===== config.mk =====
export PLATFORM = sky130hd
export DESIGN_NAME = cpu_sequencer
export DESIGN_NICKNAME = d
export VERILOG_FILES = /design/src/rtl/cpu_sequencer.sv
export SDC_FILE = /design/constraint.sdc
export NUM_CORES = 1
export LEC_CHECK = 0
export BUFFER_PORTS_ARGS = -buffer_cell sky130_fd_sc_hd__buf_2
export CELL_PAD_IN_SITES_DETAIL_PLACEMENT = 0
export CELL_PAD_IN_SITES_GLOBAL_PLACEMENT = 1
export CORE_MARGIN = 2
export CORE_UTILIZATION = 43
export CTS_CLUSTER_SIZE = 12
export DETAILED_ROUTE_END_ITERATION = 8
export GPL_TIMING_DRIVEN = 0
export MAX_ROUTING_LAYER = met4
export PLACE_DENSITY = 0.9
export SLEW_MARGIN = 10
export SYNTH_ARGS = -nofsm -noshare
export SYNTH_HDL_FRONTEND = slang
export SYNTH_SLANG_ARGS = --single-unit

===== constraint.sdc =====
create_clock -name clk -period 2.86 [get_ports clk]
set_clock_uncertainty 0.05 [all_clocks]
set_input_delay 0.286 -clock clk [delete_from_list [all_inputs] [get_ports clk]]
set_output_delay 0.286 -clock clk [all_outputs]
set_load 0.05 [all_outputs]

===== src/rtl/cpu_sequencer.sv =====
// ---------------------------------------------------------------------------
// cpu_sequencer
//   Multi-cycle control sequencer for a small MIPS-like CPU. It walks each
//   instruction through FETCH / DECODE / EXEC / MEM / WB. It handshakes with
//   the instruction and data memories and bounds each handshake with a wait
//   counter. It drives the datapath strobes combinationally from the
//   registered state and the latched opcode/funct.
//
// Ports
//   clk, rst_n            clock (rising edge), asynchronous active-low reset
//   start                 leave IDLE and begin fetching
//   opcode, funct         instruction fields [31:26] / [5:0], sampled on fetch ack
//   alu_zero              ALU zero flag, used by beq in EXEC
//   imem_req / imem_ack   instruction-memory handshake
//   dmem_req / dmem_we /
//   dmem_ack              data-memory handshake
//   ir_we, pc_we, pc_sel,
//   reg_we, alu_op        datapath strobes
//   state, halted, error,
//   instr_count           status (instr_count saturates at 16'hFFFF)
// ---------------------------------------------------------------------------
module cpu_sequencer #(
    parameter int WAIT_MAX = 15
) (
    input  logic        clk,
    input  logic        rst_n,
    input  logic        start,
    input  logic [5:0]  opcode,
    input  logic [5:0]  funct,
    input  logic        alu_zero,
    output logic        imem_req,
    input  logic        imem_ack,
    output logic        dmem_req,
    output logic        dmem_we,
    input  logic        dmem_ack,
    output logic        ir_we,
    output logic        pc_we,
    output logic [1:0]  pc_sel,
    output logic        reg_we,
    output logic [2:0]  alu_op,
    output logic [2:0]  state,
    output logic        halted,
    output logic        error,
    output logic [15:0] instr_count
);

    typedef enum logic [2:0] {
        S_IDLE   = 3'd0,
        S_FETCH  = 3'd1,
        S_DECODE = 3'd2,
        S_EXEC   = 3'd3,
        S_MEM    = 3'd4,
        S_WB     = 3'd5,
        S_HALT   = 3'd6,
        S_ERR    = 3'd7
    } state_t;

    localparam logic [5:0] OP_RTYPE = 6'b000000;
    localparam logic [5:0] OP_J     = 6'b000010;
    localparam logic [5:0] OP_BEQ   = 6'b000100;
    localparam logic [5:0] OP_LW    = 6'b100011;
    localparam logic [5:0] OP_SW    = 6'b101011;
    localparam logic [5:0] OP_HALT  = 6'b111111;

    localparam logic [5:0] FN_ADD = 6'b100000;
    localparam logic [5:0] FN_SUB = 6'b100010;
    localparam logic [5:0] FN_AND = 6'b100100;
    localparam logic [5:0] FN_OR  = 6'b100101;
    localparam logic [5:0] FN_SLT = 6'b101010;

    // At least two bits so the counter arithmetic below stays well formed
    // for very small WAIT_MAX values.
    localparam int              WCW        = (WAIT_MAX < 2) ? 2 : $clog2(WAIT_MAX + 1);
    localparam logic [WCW-1:0]  WAIT_LIMIT = WCW'(WAIT_MAX);
    localparam logic [WCW-1:0]  WAIT_ONE   = WCW'(1);
    localparam logic [WCW-1:0]  WAIT_ZERO  = WCW'(0);

    state_t          state_r;
    logic [5:0]      opcode_r;
    logic [5:0]      funct_r;
    logic [WCW-1:0]  wait_cnt_r;
    logic [15:0]     instr_count_r;
    logic            instr_legal_s;

    // True for the R-type function codes this sequencer knows how to run.
    function automatic logic funct_supported(input logic [5:0] fn);
        case (fn)
            FN_ADD, FN_SUB, FN_AND, FN_OR, FN_SLT: funct_supported = 1'b1;
            default:                                funct_supported = 1'b0;
        endcase
    endfunction

    // True when an opcode/funct pair is an instruction DECODE accepts.
    function automatic logic instr_legal(input logic [5:0] op, input logic [5:0] fn);
        case (op)
            OP_RTYPE:                      instr_legal = funct_supported(fn);
            OP_J, OP_BEQ, OP_LW, OP_SW,
            OP_HALT:                       instr_legal = 1'b1;
            default:                       instr_legal = 1'b0;
        endcase
    endfunction

    // ALU operation for an instruction; non-ALU instructions map to 000.
    function automatic logic [2:0] alu_decode(input logic [5:0] op, input logic [5:0] fn);
        case (op)
            OP_RTYPE: begin
                case (fn)
                    FN_ADD:  alu_decode = 3'b010;
                    FN_SUB:  alu_decode = 3'b110;
                    FN_AND:  alu_decode = 3'b000;
                    FN_OR:   alu_decode = 3'b001;
                    FN_SLT:  alu_decode = 3'b111;
                    default: alu_decode = 3'b000;
                endcase
            end
            OP_LW, OP_SW: alu_decode = 3'b010;
            OP_BEQ:       alu_decode = 3'b110;
            default:      alu_decode = 3'b000;
        endcase
    endfunction

    assign instr_legal_s = instr_legal(opcode_r, funct_r);

    // State register, latched instruction fields, handshake wait counter and retired-instruction counter.
    always_ff @(posedge clk or negedge rst_n) begin
        if (!rst_n) begin
            state_r       <= S_IDLE;
            opcode_r      <= 6'd0;
            funct_r       <= 6'd0;
            wait_cnt_r    <= WAIT_ZERO;
            instr_count_r <= 16'd0;
        end else begin
            case (state_r)
                S_IDLE: begin
                    wait_cnt_r <= WAIT_ZERO;
                    if (start) begin
                        state_r <= S_FETCH;
                    end else begin
                        state_r <= S_IDLE;
                    end
                end
                S_FETCH: begin
                    // An acknowledge on the final allowed cycle beats the timeout.
                    if (imem_ack) begin
                        opcode_r   <= opcode;
                        funct_r    <= funct;
                        wait_cnt_r <= WAIT_ZERO;
                        state_r    <= S_DECODE;
                    end else if (wait_cnt_r == WAIT_LIMIT) begin
                        wait_cnt_r <= WAIT_ZERO;
                        state_r    <= S_ERR;
                    end else begin
                        wait_cnt_r <= wait_cnt_r + WAIT_ONE;
                        state_r    <= S_FETCH;
                    end
                end
                S_DECODE: begin
                    wait_cnt_r <= WAIT_ZERO;
                    if (instr_legal_s && (instr_count_r != 16'hFFFF)) begin
                        instr_count_r <= instr_count_r + 16'd1;
                    end else begin
                        instr_count_r <= instr_count_r;
                    end
                    if (!instr_legal_s) begin
                        state_r <= S_ERR;
                    end else begin
                        case (opcode_r)
                            OP_HALT:                    state_r <= S_HALT;
                            OP_J:                       state_r <= S_FETCH;
                            OP_RTYPE, OP_LW, OP_SW,
                            OP_BEQ:                     state_r <= S_EXEC;
                            default:                    state_r <= S_ERR;
                        endcase
                    end
                end
                S_EXEC: begin
                    wait_cnt_r <= WAIT_ZERO;
                    case (opcode_r)
                        OP_RTYPE:     state_r <= S_WB;
                        OP_LW, OP_SW: state_r <= S_MEM;
                        OP_BEQ:       state_r <= S_FETCH;
                        default:      state_r <= S_ERR;
                    endcase
                end
                S_MEM: begin
                    if (dmem_ack) begin
                        wait_cnt_r <= WAIT_ZERO;
                        if (opcode_r == OP_SW) begin
                            state_r <= S_FETCH;
                        end else begin
                            state_r <= S_WB;
                        end
                    end else if (wait_cnt_r == WAIT_LIMIT) begin
                        wait_cnt_r <= WAIT_ZERO;
                        state_r    <= S_ERR;
                    end else begin
                        wait_cnt_r <= wait_cnt_r + WAIT_ONE;
                        state_r    <= S_MEM;
                    end
                end
                S_WB: begin
                    wait_cnt_r <= WAIT_ZERO;
                    state_r    <= S_FETCH;
                end
                S_HALT: begin
                    wait_cnt_r <= WAIT_ZERO;
                    state_r    <= S_HALT;
                end
                S_ERR: begin
                    wait_cnt_r <= WAIT_ZERO;
                    state_r    <= S_ERR;
                end
                default: begin
                    wait_cnt_r <= WAIT_ZERO;
                    state_r    <= S_ERR;
                end
            endcase
        end
    end

    // Datapath strobes decoded from the current state, latched instruction and handshake inputs.
    always_comb begin
        imem_req = 1'b0;
        dmem_req = 1'b0;
        dmem_we  = 1'b0;
        ir_we    = 1'b0;
        pc_we    = 1'b0;
        pc_sel   = 2'b00;
        reg_we   = 1'b0;
        alu_op   = 3'b000;
        case (state_r)
            S_FETCH: begin
                imem_req = 1'b1;
                if (imem_ack) begin
                    ir_we  = 1'b1;
                    pc_we  = 1'b1;
                    pc_sel = 2'b00;
                end else begin
                    ir_we  = 1'b0;
                end
            end
            S_DECODE: begin
                if (opcode_r == OP_J) begin
                    pc_we  = 1'b1;
                    pc_sel = 2'b10;
                end else begin
                    pc_we  = 1'b0;
                end
            end
            S_EXEC: begin
                alu_op = alu_decode(opcode_r, funct_r);
                if (opcode_r == OP_BEQ) begin
                    pc_we  = alu_zero;
                    pc_sel = 2'b01;
                end else begin
                    pc_we  = 1'b0;
                end
            end
            S_MEM: begin
                alu_op   = alu_decode(opcode_r, funct_r);
                dmem_req = 1'b1;
                dmem_we  = (opcode_r == OP_SW);
            end
            S_WB: begin
                alu_op = alu_decode(opcode_r, funct_r);
                reg_we = 1'b1;
            end
            default: begin
                alu_op = 3'b000;
            end
        endcase
    end

    assign state       = state_r;
    assign halted      = (state_r == S_HALT);
    assign error       = (state_r == S_ERR);
    assign instr_count = instr_count_r;

endmodule


# Word-level counts from Yosys, hierarchy flattened
# Cells that the tools add are included.
# W data, S select, Z words.
# word_totals
out_inout_bits	32
reg_bits	35
input_bits	18
elab_cells	68
# classes
n_addsub	2
n_mux	31
n_eq_ne	19
reduce_logical	11
# op_table
operator	count
$eq A6 B6 Y1 const B	8
$pmux W3 S3	3
$pmux W3 S8	1
$mux W3	6
$add A16 B1 Y16 const B	1
$ne A16 B16 Y1 const B	1
$eq A3 B3 Y1 const B	4
$mux W4	3
$pmux W3 S4	1
$pmux W4 S3	1
$mux W1	11
$reduce_or A5 Y1	2
$eq A3 B2 Y1 const B	2
$eq A6 B2 Y1 const B	1
$eq A6 B3 Y1 const B	1
$logic_not A6 Y1	1
$reduce_or A6 Y1	1
$add A4 B1 Y4 const B	1
$eq A4 B4 Y1 const B	1
$mux W2	2
$pmux W2 S2	1
$reduce_and A2 Y1	2
$reduce_or A4 Y1	1
$eq A3 B1 Y1 const B	1
6 further kinds	6

# Longest topological paths before layout
# Gate-level depths: netlist of the first run.
# logic_depth
depth_word	6
mapped_depth	8
ltp_nobuf	6

# Worst setup path after synthesis of the first run
# OpenSTA, ideal clock, no wires.
# synth_timing
path_type	flip-flop to output port
from	register state_r[1] (netlist: state[1])
to	output pc_we
n_path_buf	0
arrival_ns	3.356
stages_incl_launch_ff	6
setup_slack_ns	-0.832
required_time_ns	2.524
path_cell_list	dfrtp_1 > inv_1 > nor3_1 > nand2_1 > nor4_1 > a211o_1
# synth_via
elab_chain_len	2
word_cells_on_any_way	4
cone_classes	eq/ne (3); mux (1)
# synth_lines
element	line	source
start, declared	78	state_t state_r;
start signal, assigned	127	state_r <= S_IDLE;
start signal, assigned	137	state_r <= S_FETCH;
start signal, assigned	139	state_r <= S_IDLE;
$eq A3 B2 Y1 or $eq A3 B1 Y1 (tied branches)	231	case (state_r)
$pmux W1 S3 *	231	
end, declared	37	output logic pc_we,
# Every way passes the cells marked *; elsewhere a longest branch is shown, timed or not.

# Final worst setup path of the first run
# layout_timing
from	register state_r[0] (netlist: state[0])
to	output pc_we
# The elaborated chain is that of the path after synthesis.

==> results.rst, run 1 <==
.. list-table::
   :header-rows: 1

   * - Metric
     - Value
   * - Run status
     - finished clean
   * - Commonest non-fill, non-tap cell in the layout
     - buf_2
   * - Maximum number of pins on one net before global-route repair
     - 36
   * - Vias per inst
     - 5.42
   * - Site row count
     - 24
   * - Drt total wl
     - 4120 um
   * - Area enclosed by the die boundary
     - 4990 um^2
   * - Max H-tree Level
     - 2
   * - Largest area contributor in the netlist
     - dfrtp_1
   * - Antenna Violating Nets Remaining
     - 0
   * - WL per Instance
     - 13.7 um
   * - Via count of the first global-routing pass
     - 1495
   * - Utilization of the core after routing
     - 53.8%
   * - Worst path cell trace
     - buf_2 > inv_1 > nor2_1 > and3_1 > clkbuf_1 > clkbuf_4 > a211o_1 > buf_2
   * - Maximum fanout along the worst path
     - 10
   * - Drt first pass iters
     - 4
   * - Tmin final
     - 2.65 ns
   * - I/O Pins
     - 50
   * - Clk root buf
     - clkbuf_8
   * - Number of design-rule violations left by the first detailed-router iteration
     - 137
   * - Number of antenna violations at the first check in global routing
     - 0
   * - Post-synthesis cell count
     - 191
   * - Post-detail-place hpwl
     - 3010 um
   * - Total clock sinks
     - 35
   * - Post-synthesis async set-or-reset flop share
     - 100%
   * - Number of distinct library cells after synthesis
     - 42
   * - Antenna diode instance count
     - 0
   * - Top library cells by usage in the layout, fill and taps aside
     - buf_2, dfrtp_1, nor2_1
   * - Clock slew at reported path FFs
     - 0.08 ns
   * - Area post-placement
     - 2240 um^2
   * - Initial core utilization
     - 44.2%
   * - Total power density per cell area
     - 813 nW/um^2
   * - Peak supply drop
     - 431 uV
   * - Worst path required time
     - 2.52 ns
   * - Sequential fraction of the synthesis area
     - 45.8%
   * - Residual DRC
     - 0
   * - Tightest Hold Check Type
     - in2async
   * - Category of the most critical setup path
     - reg2out
   * - Final Wtd Congestion
     - 0.795
   * - Post-Layout Inst Area
     - 2330 um^2
   * - Ratio of cells with drive above 1 in the final layout
     - 33.9%
   * - Worst max-slew margin expressed relative to the limit
     - 47.0%
   * - TNS Setup
     - 0 ns
   * - First-pass GRT wire length
     - 6890 um
   * - Family with the most delay on the worst path
     - buffers and inverters
   * - Cell repeated most along the worst path
     - buf_2
   * - Sort of element at the end of the critical path
     - output port
   * - Final #Nets
     - 267
   * - Synthesized netlist net count
     - 211
   * - Total of fill cells in the finished design
     - 426
   * - Number of synthesized flops with an enable pin
     - 0
   * - Die Span Y
     - 70.7 um
   * - Maximum number of buffers from clock root to sink
     - 2
   * - Number of buffers added by the clock tree synthesis step
     - 5
   * - Area of the core region
     - 4320 um^2
   * - CP Buf/Inv Count
     - 5
   * - Total setup violations reported at the end of the flow
     - 0
   * - Combined area of all synthesized cells
     - 1910 um^2
   * - Slowest cell on the critical path
     - dfrtp_1
   * - Synth area leaders
     - dfrtp_1, mux2_2, xnor2_1, nand3_1, nor2_1
   * - Avg Synthesized Cell Area
     - 10.0 um^2
   * - Post-synthesis to final-layout area growth
     - 21.8%
   * - Pins Over Slew Limit
     - 0
   * - Number of warning messages in the yosys log
     - 0
   * - Lkg Pwr
     - 1.13 nW
   * - Clock tree from TritonCTS
     - yes
   * - Worst-skew pair later-pin latency
     - 0.29 ns
   * - Die Width
     - 70.7 um
   * - Total global routing overflow
     - 0
   * - Count of input and output buffers
     - 49
   * - Number of maximum-capacitance violations
     - 0
   * - RSZ-0062 raised after global routing
     - no
   * - Total via count after detailed routing
     - 1627
   * - Worst endpoint data arrival time
     - 2.31 ns
   * - Post-synth top flop
     - dfrtp_1
   * - Area fraction of the dominant cell type after synthesis
     - 45.8%
   * - Count of final hold-check violations
     - 0
   * - Crit path largest cell delay
     - 0.35 ns
   * - Maximum clock frequency
     - 0.377 GHz
   * - Worst Max-Slew Pin Slew
     - 0.796 ns
   * - Number of storage elements in the synthesis netlist
     - 35
   * - Worst hold slack across all endpoints
     - 0.0202 ns
   * - Share of the clock period used by the worst path after layout
     - 92.7%
   * - Nature of the critical path startpoint
     - flop
   * - Gr usage total
     - 17.7%
==> cell families after synthesis <==
| family | synth area share, % |
|---|---|
| compound gates | 8.58 |
| xor+xnor | 6.88 |
| fa+ha+maj | 1.31 |
| buf+inv | 2.68 |
| flops | 45.8 |
| mux | 8.25 |
| simple gates | 26.5 |
==> synthesized netlist by cell type, types with 2 or more instances <==
cell / n
inv_1: 4
xnor2_1: 10
nand2_1: 14
buf_2: 2
nor3_1: 10
clkbuf_1: 4
nor4_1: 2
or3_1: 2
nor3b_1: 2
dfrtp_1: 35
xor2_1: 5
a21oi_1: 5
and3_1: 9
nand3_1: 15
nor2_1: 20
ha_1: 2
nand4_1: 2
o21ai_0: 6
a31oi_1: 4
mux2_2: 14
nor4_4: 3
==> sequential cells by signal, indices dropped and copies added, names as in the netlist <==
register,cells
funct_r,6
instr_count,16
opcode_r,6
state,3
wait_cnt_r,4
==> power by group <==
part / internal, mW / total, mW / switching, mW
logic: 0.277 / 0.799 / 0.522
registers: 0.605 / 0.742 / 0.136
clock network: 0.167 / 0.352 / 0.185
total: 1.05 / 1.89 / 0.844
==> through the flow <==
stage,total power [mW],setup WS (ns),std cells
after global placement,1.53,0.512,292
after detailed placement,1.55,0.516,292
after CTS,1.91,0.182,300
final,1.89,0.210,300
after floorplan,1.36,0.0728,191
after global routing,2.01,0.0162,300
==> cell type report <==
type	instances	area (um^2)	share of cell area, %
Clock buffer	5	68.8	2.96
Tap cell	52	65.1	2.80
Buffer	7	38.8	1.67
Sequential cell	35	876	37.6
Timing Repair Buffer	49	245	10.5
Multi-Input combinational cell	145	1000	43.1
Clock inverter	3	15.0	0.645
Inverter	4	15.0	0.645
==> worst register-to-register path: cells and delay by family (launching register included) <==
family	cells	cell delay, ns
AND/OR/NAND/NOR	3	0.70
AO/OA/AOI/OAI	2	0.59
flip-flops	1	0.45
multiplexers	1	0.30
==> final timing paths <==
check,from,endpoint,slack [ns],cells after the start
max,state[0],pc_we,0.21,8
max reg2reg,opcode_r[1],instr_count[1],0.66,6
min reg2reg,wait_cnt_r[0],wait_cnt_r[0],0.44,1
min,rst_n,instr_count[8],0.02,1
max in group asynchronous,rst_n,funct_r[1],2.22,1
min in group clk,opcode[3],opcode_r[3],0.18,2
==> routing by layer <==
layer | GRT usage (%) | vias to the layer above | share of wire [%]
li1 | - | 794 | -
met1 | 23.0 | 782 | 47
met2 | 27.7 | 45 | 46
met3 | 4.27 | 6 | 5.0
met4 | 5.66 | 0 | 1.3
met5 | - | - | 0
==> timing repair <==
action                     4_1_cts  5_1_grt
hold buffers                     0        0
setup endpoints to repair        0        1
setup buffers                    0        0
gates resized for setup          0        1
Note: power is estimated with default switching activity, not from simulation.
==> run 2: changes to the inputs <==
--- a/config.mk
+++ b/config.mk
@@ -15,6 +15,8 @@
 export GPL_TIMING_DRIVEN = 0
 export MAX_ROUTING_LAYER = met4
 export PLACE_DENSITY = 0.9
+export REMOVE_ABC_BUFFERS = 1
+export SKIP_LAST_GASP = 1
 export SLEW_MARGIN = 10
 export SYNTH_ARGS = -nofsm -noshare
 export SYNTH_HDL_FRONTEND = slang
==> run 2 against run 1 <==
  * Sequential share of layout area increased by 0.081 points
  * Routed wire length is 7.5% lower
  * Power is 6.0% higher
  * Worst hold slack got worse by 0.0011 ns
  * Utilization shrank 0.12 points
  * Register-to-register slack better by 0.05 ns
  * First-iteration DRC count decreased by 17%
  * Non-clock buffer count fell by 7
==> results.rst, run 2 (same netlist as run 1, synthesis figures left out) <==
.. list-table::
   :header-rows: 1

   * - Metric
     - Value
   * - Antenna diode instance count
     - 0 (unchanged)
   * - Worst Max-Slew Pin Slew
     - 0.769 ns (was 0.796 ns)
   * - Crit path largest cell delay
     - 0.60 ns (was 0.35 ns)
   * - Post-Layout Inst Area
     - 2320 um^2 (was 2330 um^2)
   * - Ratio of cells with drive above 1 in the final layout
     - 32.8% (was 33.9%)
   * - Count of final hold-check violations
     - 0 (unchanged)
   * - I/O Pins
     - 50 (unchanged)
   * - Commonest non-fill, non-tap cell in the layout
     - buf_2 (unchanged)
   * - Total of fill cells in the finished design
     - 416 (was 426)
   * - Clk root buf
     - clkbuf_8 (unchanged)
   * - Total area of multi-input combinational cells
     - 988 um^2 (was 1000 um^2)
   * - Post-detail-place hpwl
     - 2770 um (was 3010 um)
   * - Top library cells by usage in the layout, fill and taps aside
     - buf_2, dfrtp_1, nor2_1 (unchanged)
   * - Maximum clock frequency
     - 0.383 GHz (was 0.377 GHz)
   * - Total setup violations reported at the end of the flow
     - 0 (unchanged)
   * - Die Span Y
     - 70.7 um (unchanged)
   * - Family with the most delay on the worst path
     - simple AND/OR/NAND/NOR gates (was buffers and inverters)
   * - Worst setup slack before clock tree synthesis
     - 0.392 ns (was 0.516 ns)
   * - Maximum number of pins on one net before global-route repair
     - 36 (unchanged)
   * - Flip-flop count of the largest register, all copies and words added
     - 16 (unchanged)
   * - Pins Over Slew Limit
     - 0 (unchanged)
   * - Site row count
     - 24 (unchanged)
   * - Sort of element at the end of the critical path
     - output port (unchanged)
   * - Lkg Pwr
     - 1.13 nW (about the same)
   * - Total global routing overflow
     - 0 (unchanged)
   * - Via count of the first global-routing pass
     - 1416 (was 1495)
   * - Sequential Area
     - 876 um^2 (unchanged)
   * - Worst path required time
     - 2.52 ns (about the same)
   * - Initial core utilization
     - 44.2% (unchanged)
   * - WL per Instance
     - 13.0 um (was 13.7 um)
   * - Area of the core region
     - 4320 um^2 (unchanged)
   * - Share of the clock period used by the worst path after layout
     - 91.4% (was 92.7%)
   * - Area post-placement
     - 2180 um^2 (was 2240 um^2)
   * - Nature of the critical path startpoint
     - flop (unchanged)
   * - Peak supply drop
     - 435 uV (was 431 uV)
   * - Number of design-rule violations left by the first detailed-router iteration
     - 114 (was 137)
   * - CP Buf/Inv Count
     - 2 (was 5)
   * - Final Wtd Congestion
     - 0.806 (was 0.795)
   * - RSZ-0062 raised after global routing
     - no (unchanged)
   * - Worst path cell trace
     - inv_1 > nor3_2 > nand2_1 > nor4_1 > a211o_1 > buf_2 (was buf_2 > inv_1 > nor2_1 > and3_1 > clkbuf_1 > clkbuf_4 > a211o_1 > buf_2)
   * - Maximum fanout along the worst path
     - 15 (was 10)
   * - Die Width
     - 70.7 um (unchanged)
   * - Area enclosed by the die boundary
     - 4990 um^2 (unchanged)
   * - Worst max-slew margin expressed relative to the limit
     - 48.7% (was 47.0%)
   * - Run status
     - finished clean (unchanged)
   * - Clock tree from TritonCTS
     - yes (unchanged)
   * - Total power density per cell area
     - 864 nW/um^2 (was 813 nW/um^2)
   * - Clock slew at reported path FFs
     - 0.07 ns (was 0.08 ns)
   * - Final #Nets
     - 260 (was 267)
   * - Tightest Hold Check Type
     - in2async (unchanged)
   * - Drt total wl
     - 3810 um (was 4120 um)
   * - Number of maximum-capacitance violations
     - 0 (unchanged)
   * - Total clock sinks
     - 35 (unchanged)
   * - Max H-tree Level
     - 2 (unchanged)
   * - Category of the most critical setup path
     - reg2out (unchanged)
   * - Vias per inst
     - 5.39 (was 5.42)
   * - Worst-skew pair later-pin latency
     - 0.29 ns (about the same)
   * - Utilization of the core after routing
     - 53.7% (was 53.8%)
   * - Final worst slack
     - 0.246 ns (was 0.210 ns)
   * - Maximum number of buffers from clock root to sink
     - 2 (unchanged)
   * - Tmin final
     - 2.61 ns (was 2.65 ns)
   * - Count of hold-fix buffers inserted at cts
     - 0 (unchanged)
   * - Slowest cell on the critical path
     - dfrtp_1 (unchanged)
   * - Residual DRC
     - 0 (unchanged)
   * - Antenna Violating Nets Remaining
     - 0 (unchanged)
   * - Count of input and output buffers
     - 49 (unchanged)
   * - Number of buffers added by the clock tree synthesis step
     - 5 (unchanged)
   * - Gr usage total
     - 16.2% (was 17.7%)
   * - Total via count after detailed routing
     - 1580 (was 1627)
   * - Post-layout power
     - 2.01 mW (was 1.89 mW)
   * - Number of antenna violations at the first check in global routing
     - 0 (unchanged)
   * - Post-synthesis to final-layout area growth
     - 21.5% (was 21.8%)
   * - Worst endpoint data arrival time
     - 2.28 ns (was 2.31 ns)
   * - Drt first pass iters
     - 4 (unchanged)
   * - First-pass GRT wire length
     - 6380 um (was 6890 um)
[run 2: power by group]
group / switching, mW / total, mW / internal (mW)
sequential: 0.182 / 0.787 / 0.605
combinational: 0.443 / 0.692 / 0.249
clock: 0.177 / 0.526 / 0.349
[run 2: metal layers]
metal / routed length (um) / vias to the layer above / share of wire, % / global-route usage (%)
met1: 1800 / 743 / 47 / 22.1
met4: 46 / 0 / 1.2 / 4.19
li1: - / 786 / - / -
met3: 189 / 6 / 5.0 / 4.42
met2: 1780 / 45 / 47 / 24.2
met5: 0 / - / 0 / -
[run 2: stage by stage]
step | cells | TNS, ns | hold slack (ns)
floorplan | 184 | -1.56 | -0.0596
global placement | 285 | 0 | 0.367
detailed placement | 285 | 0 | 0.363
CTS | 293 | 0 | 0.0546
global route | 293 | 0 | 0.0914
finish | 293 | 0 | 0.0191
[run 2: area by class of cell]
type	instances	area share, %
sequential	35	37.7
timing repair buffer	49	10.6
clock inverter	2	2.59
clock buffer	6	3.12
multi-input combinational	145	42.6
inverter	4	0.647
tap	52	2.80
[run 2: worst paths after layout]
path	depth (start not counted)	slack, ns	endpoint	start
max	6	0.25	pc_we	state[1]
min	1	0.02	instr_count[13]	rst_n
max reg2reg	6	0.71	instr_count[1]	opcode_r[1]
min reg2reg	1	0.44	instr_count[6]	instr_count[6]
max in group asynchronous	1	2.24	funct_r[0]	rst_n
min in group clk	2	0.18	opcode_r[3]	opcode[3]
[run 2: timing repair]
action | in CTS | in global routing
endpoints found under the setup margin | 0 | 2
setup buffers | 0 | 0
gates resized for setup | 0 | 1
==> run 3: changes to the inputs <==
--- a/config.mk
+++ b/config.mk
@@ -6,6 +6,7 @@
 export NUM_CORES = 1
 export LEC_CHECK = 0
 export BUFFER_PORTS_ARGS = -buffer_cell sky130_fd_sc_hd__buf_2
+export CAP_MARGIN = 20
 export CELL_PAD_IN_SITES_DETAIL_PLACEMENT = 0
 export CELL_PAD_IN_SITES_GLOBAL_PLACEMENT = 1
 export CORE_MARGIN = 2
@@ -15,9 +16,9 @@
 export GPL_TIMING_DRIVEN = 0
 export MAX_ROUTING_LAYER = met4
 export PLACE_DENSITY = 0.9
+export RECOVER_POWER = 25
 export REMOVE_ABC_BUFFERS = 1
 export SKIP_LAST_GASP = 1
-export SLEW_MARGIN = 10
 export SYNTH_ARGS = -nofsm -noshare
 export SYNTH_HDL_FRONTEND = slang
 export SYNTH_SLANG_ARGS = --single-unit
==> run 3 against run 2 <==
  * The flow now finishes with violations (capacitance limit, slew limit)
  * Flip-flop and latch count is the same
  * Final cell count is the same
  * Clock power is essentially flat
==> results.rst, run 3 (same netlist as run 1, synthesis figures left out) <==
.. list-table::
   :header-rows: 1

   * - Metric
     - Value
   * - Number of antenna violations at the first check in global routing
     - 0 (unchanged)
   * - Total clock sinks
     - 35 (unchanged)
   * - Number of buffers added by the clock tree synthesis step
     - 5 (unchanged)
   * - Number of design-rule violations left by the first detailed-router iteration
     - 114 (unchanged)
   * - Top library cells by usage in the layout, fill and taps aside
     - buf_2, dfrtp_1, nor2_1 (unchanged)
   * - RSZ-0062 raised after global routing
     - no (unchanged)
   * - Run status
     - finished with violations (was finished clean)
   * - Crit path largest cell delay
     - 0.60 ns (about the same)
   * - Max H-tree Level
     - 2 (unchanged)
   * - Clock tree from TritonCTS
     - yes (unchanged)
   * - Pins Over Slew Limit
     - 36 (was 0)
   * - Vias per inst
     - 5.39 (unchanged)
   * - Post-synthesis to final-layout area growth
     - 21.5% (about the same)
   * - Die Span Y
     - 70.7 um (unchanged)
   * - Count of input and output buffers
     - 49 (unchanged)
   * - Maximum fanout along the worst path
     - 15 (unchanged)
   * - Die Width
     - 70.7 um (unchanged)
   * - Total power density per cell area
     - 864 nW/um^2 (about the same)
   * - Post-cts gate resize count
     - 0 (unchanged)
   * - Tmin final
     - 2.61 ns (unchanged)
   * - Drt total wl
     - 3810 um (about the same)
   * - Share of the clock period used by the worst path after layout
     - 91.4% (unchanged)
   * - Worst endpoint data arrival time
     - 2.28 ns (about the same)
   * - Total via count after detailed routing
     - 1580 (unchanged)
   * - Clk root buf
     - clkbuf_8 (unchanged)
   * - Site row count
     - 24 (unchanged)
   * - Worst Max-Slew Pin Slew
     - 1.85 ns (was 0.769 ns)
   * - Post-detail-place hpwl
     - 2770 um (unchanged)
   * - Area enclosed by the die boundary
     - 4990 um^2 (unchanged)
   * - I/O Pins
     - 50 (unchanged)
   * - Final Wtd Congestion
     - 0.806 (unchanged)
   * - Post-layout power
     - 2.01 mW (about the same)
   * - Number of maximum-capacitance violations
     - 1 (was 0)
   * - Post-Layout Inst Area
     - 2320 um^2 (about the same)
   * - Total setup violations reported at the end of the flow
     - 0 (unchanged)
   * - Total of fill cells in the finished design
     - 416 (unchanged)
   * - Antenna Violating Nets Remaining
     - 0 (unchanged)
   * - Area of the core region
     - 4320 um^2 (unchanged)
   * - Count of hold-fix buffers inserted at cts
     - 0 (unchanged)
   * - Worst-skew pair later-pin latency
     - 0.29 ns (about the same)
   * - Maximum number of buffers from clock root to sink
     - 2 (unchanged)
   * - Maximum number of pins on one net before global-route repair
     - 36 (unchanged)
   * - Final worst slack
     - 0.246 ns (unchanged)
   * - Flip-flop count of the largest register, all copies and words added
     - 16 (unchanged)
   * - Residual DRC
     - 0 (unchanged)
   * - Ratio of cells with drive above 1 in the final layout
     - 32.4% (was 32.8%)
   * - Commonest non-fill, non-tap cell in the layout
     - buf_2 (unchanged)
   * - Gr usage total
     - 16.2% (unchanged)
   * - Worst max-slew margin expressed relative to the limit
     - -23.2% (was 48.7%)
   * - Worst path required time
     - 2.52 ns (about the same)
   * - Utilization of the core after routing
     - 53.7% (about the same)
   * - Initial core utilization
     - 44.2% (unchanged)
   * - Maximum clock frequency
     - 0.383 GHz (unchanged)
   * - Clock slew at reported path FFs
     - 0.07 ns (about the same)
   * - Worst path cell trace
     - inv_1 > nor3_2 > nand2_1 > nor4_1 > a211o_1 > buf_2 (unchanged)
   * - Post-CTS Repair Setup Buffers
     - 0 (unchanged)
   * - Final #Nets
     - 260 (unchanged)
   * - Violated checks
     - capacitance limit, slew limit
   * - Lkg Pwr
     - 1.13 nW (about the same)
   * - Peak supply drop
     - 435 uV (about the same)
   * - WL per Instance
     - 13.0 um (about the same)
   * - Area post-placement
     - 2180 um^2 (unchanged)
   * - Tightest Hold Check Type
     - in2reg (was in2async)
   * - Count of final hold-check violations
     - 0 (unchanged)
   * - Antenna diode instance count
     - 0 (unchanged)
   * - Worst setup slack before clock tree synthesis
     - 0.392 ns (unchanged)
   * - Drt first pass iters
     - 4 (unchanged)
   * - Sort of element at the end of the critical path
     - output port (unchanged)
   * - First-pass GRT wire length
     - 6380 um (unchanged)
   * - Via count of the first global-routing pass
     - 1416 (unchanged)
   * - Nature of the critical path startpoint
     - flop (unchanged)
   * - Slowest cell on the critical path
     - dfrtp_1 (unchanged)
   * - Total global routing overflow
     - 0 (unchanged)
   * - Category of the most critical setup path
     - reg2out (unchanged)
## run 3: cell count changes in the layout (fill, tap and decap cells not counted)
cell | before | now
clkbuf_1 | 1 | 2
buf_2 | 49 | 48
## run 3: final cells by class
class	instances	area (um^2)	share of cell area, %
Clock inverter	2	60.1	2.59
Clock buffer	6	72.6	3.13
Multi-Input combinational cell	145	988	42.6
Inverter	4	15.0	0.647
Timing Repair Buffer	49	244	10.5
Sequential cell	35	876	37.7
Tap cell	52	65.1	2.80
## run 3: report_power, final
part	leakage [nW]	switching (mW)	internal (mW)	total, mW
Combinational	0.607	0.443	0.249	0.692
Clock	0.0654	0.177	0.349	0.526
Sequential	0.455	0.182	0.605	0.787
## run 3: through the flow
stage	cells	TNS [ns]	hold slack, ns
after floorplan	184	-1.56	-0.0596
after global placement	285	0	0.367
after detailed placement	285	0	0.363
after CTS	293	0	0.0546
after global routing	293	0	0.184
final	293	0	0.183
## run 3: worst paths after layout
check                               start         endpoint  cells past startpoint  slack, ns
max reg2reg                   opcode_r[1]   instr_count[1]                      6       0.71
max                              state[1]            pc_we                      6       0.25
min in group asynchronous           rst_n  instr_count[13]                      1       0.44
max in group asynchronous           rst_n       funct_r[0]                      1       1.24
min                             opcode[3]      opcode_r[3]                      2       0.18
min reg2reg                instr_count[6]   instr_count[6]                      1       0.44
## run 3: per-layer routing
| layer | vias up | part of all wire (%) | GRT usage [%] |
|---|---|---|---|
| met1 | 743 | 47 | 22.1 |
| li1 | 786 | - | - |
| met3 | 6 | 4.9 | 4.42 |
| met4 | 0 | 1.2 | 4.19 |
| met2 | 45 | 47 | 24.2 |
| met5 | - | 0 | - |
## run 3: worst max-delay path, delay by kind of cell, from the launching register on
kind | cells | cell delay (ns)
AND/OR/NAND/NOR | 3 | 0.79
flip-flops | 1 | 0.60
buffers and inverters | 2 | 0.44
AO/OA/AOI/OAI | 1 | 0.15
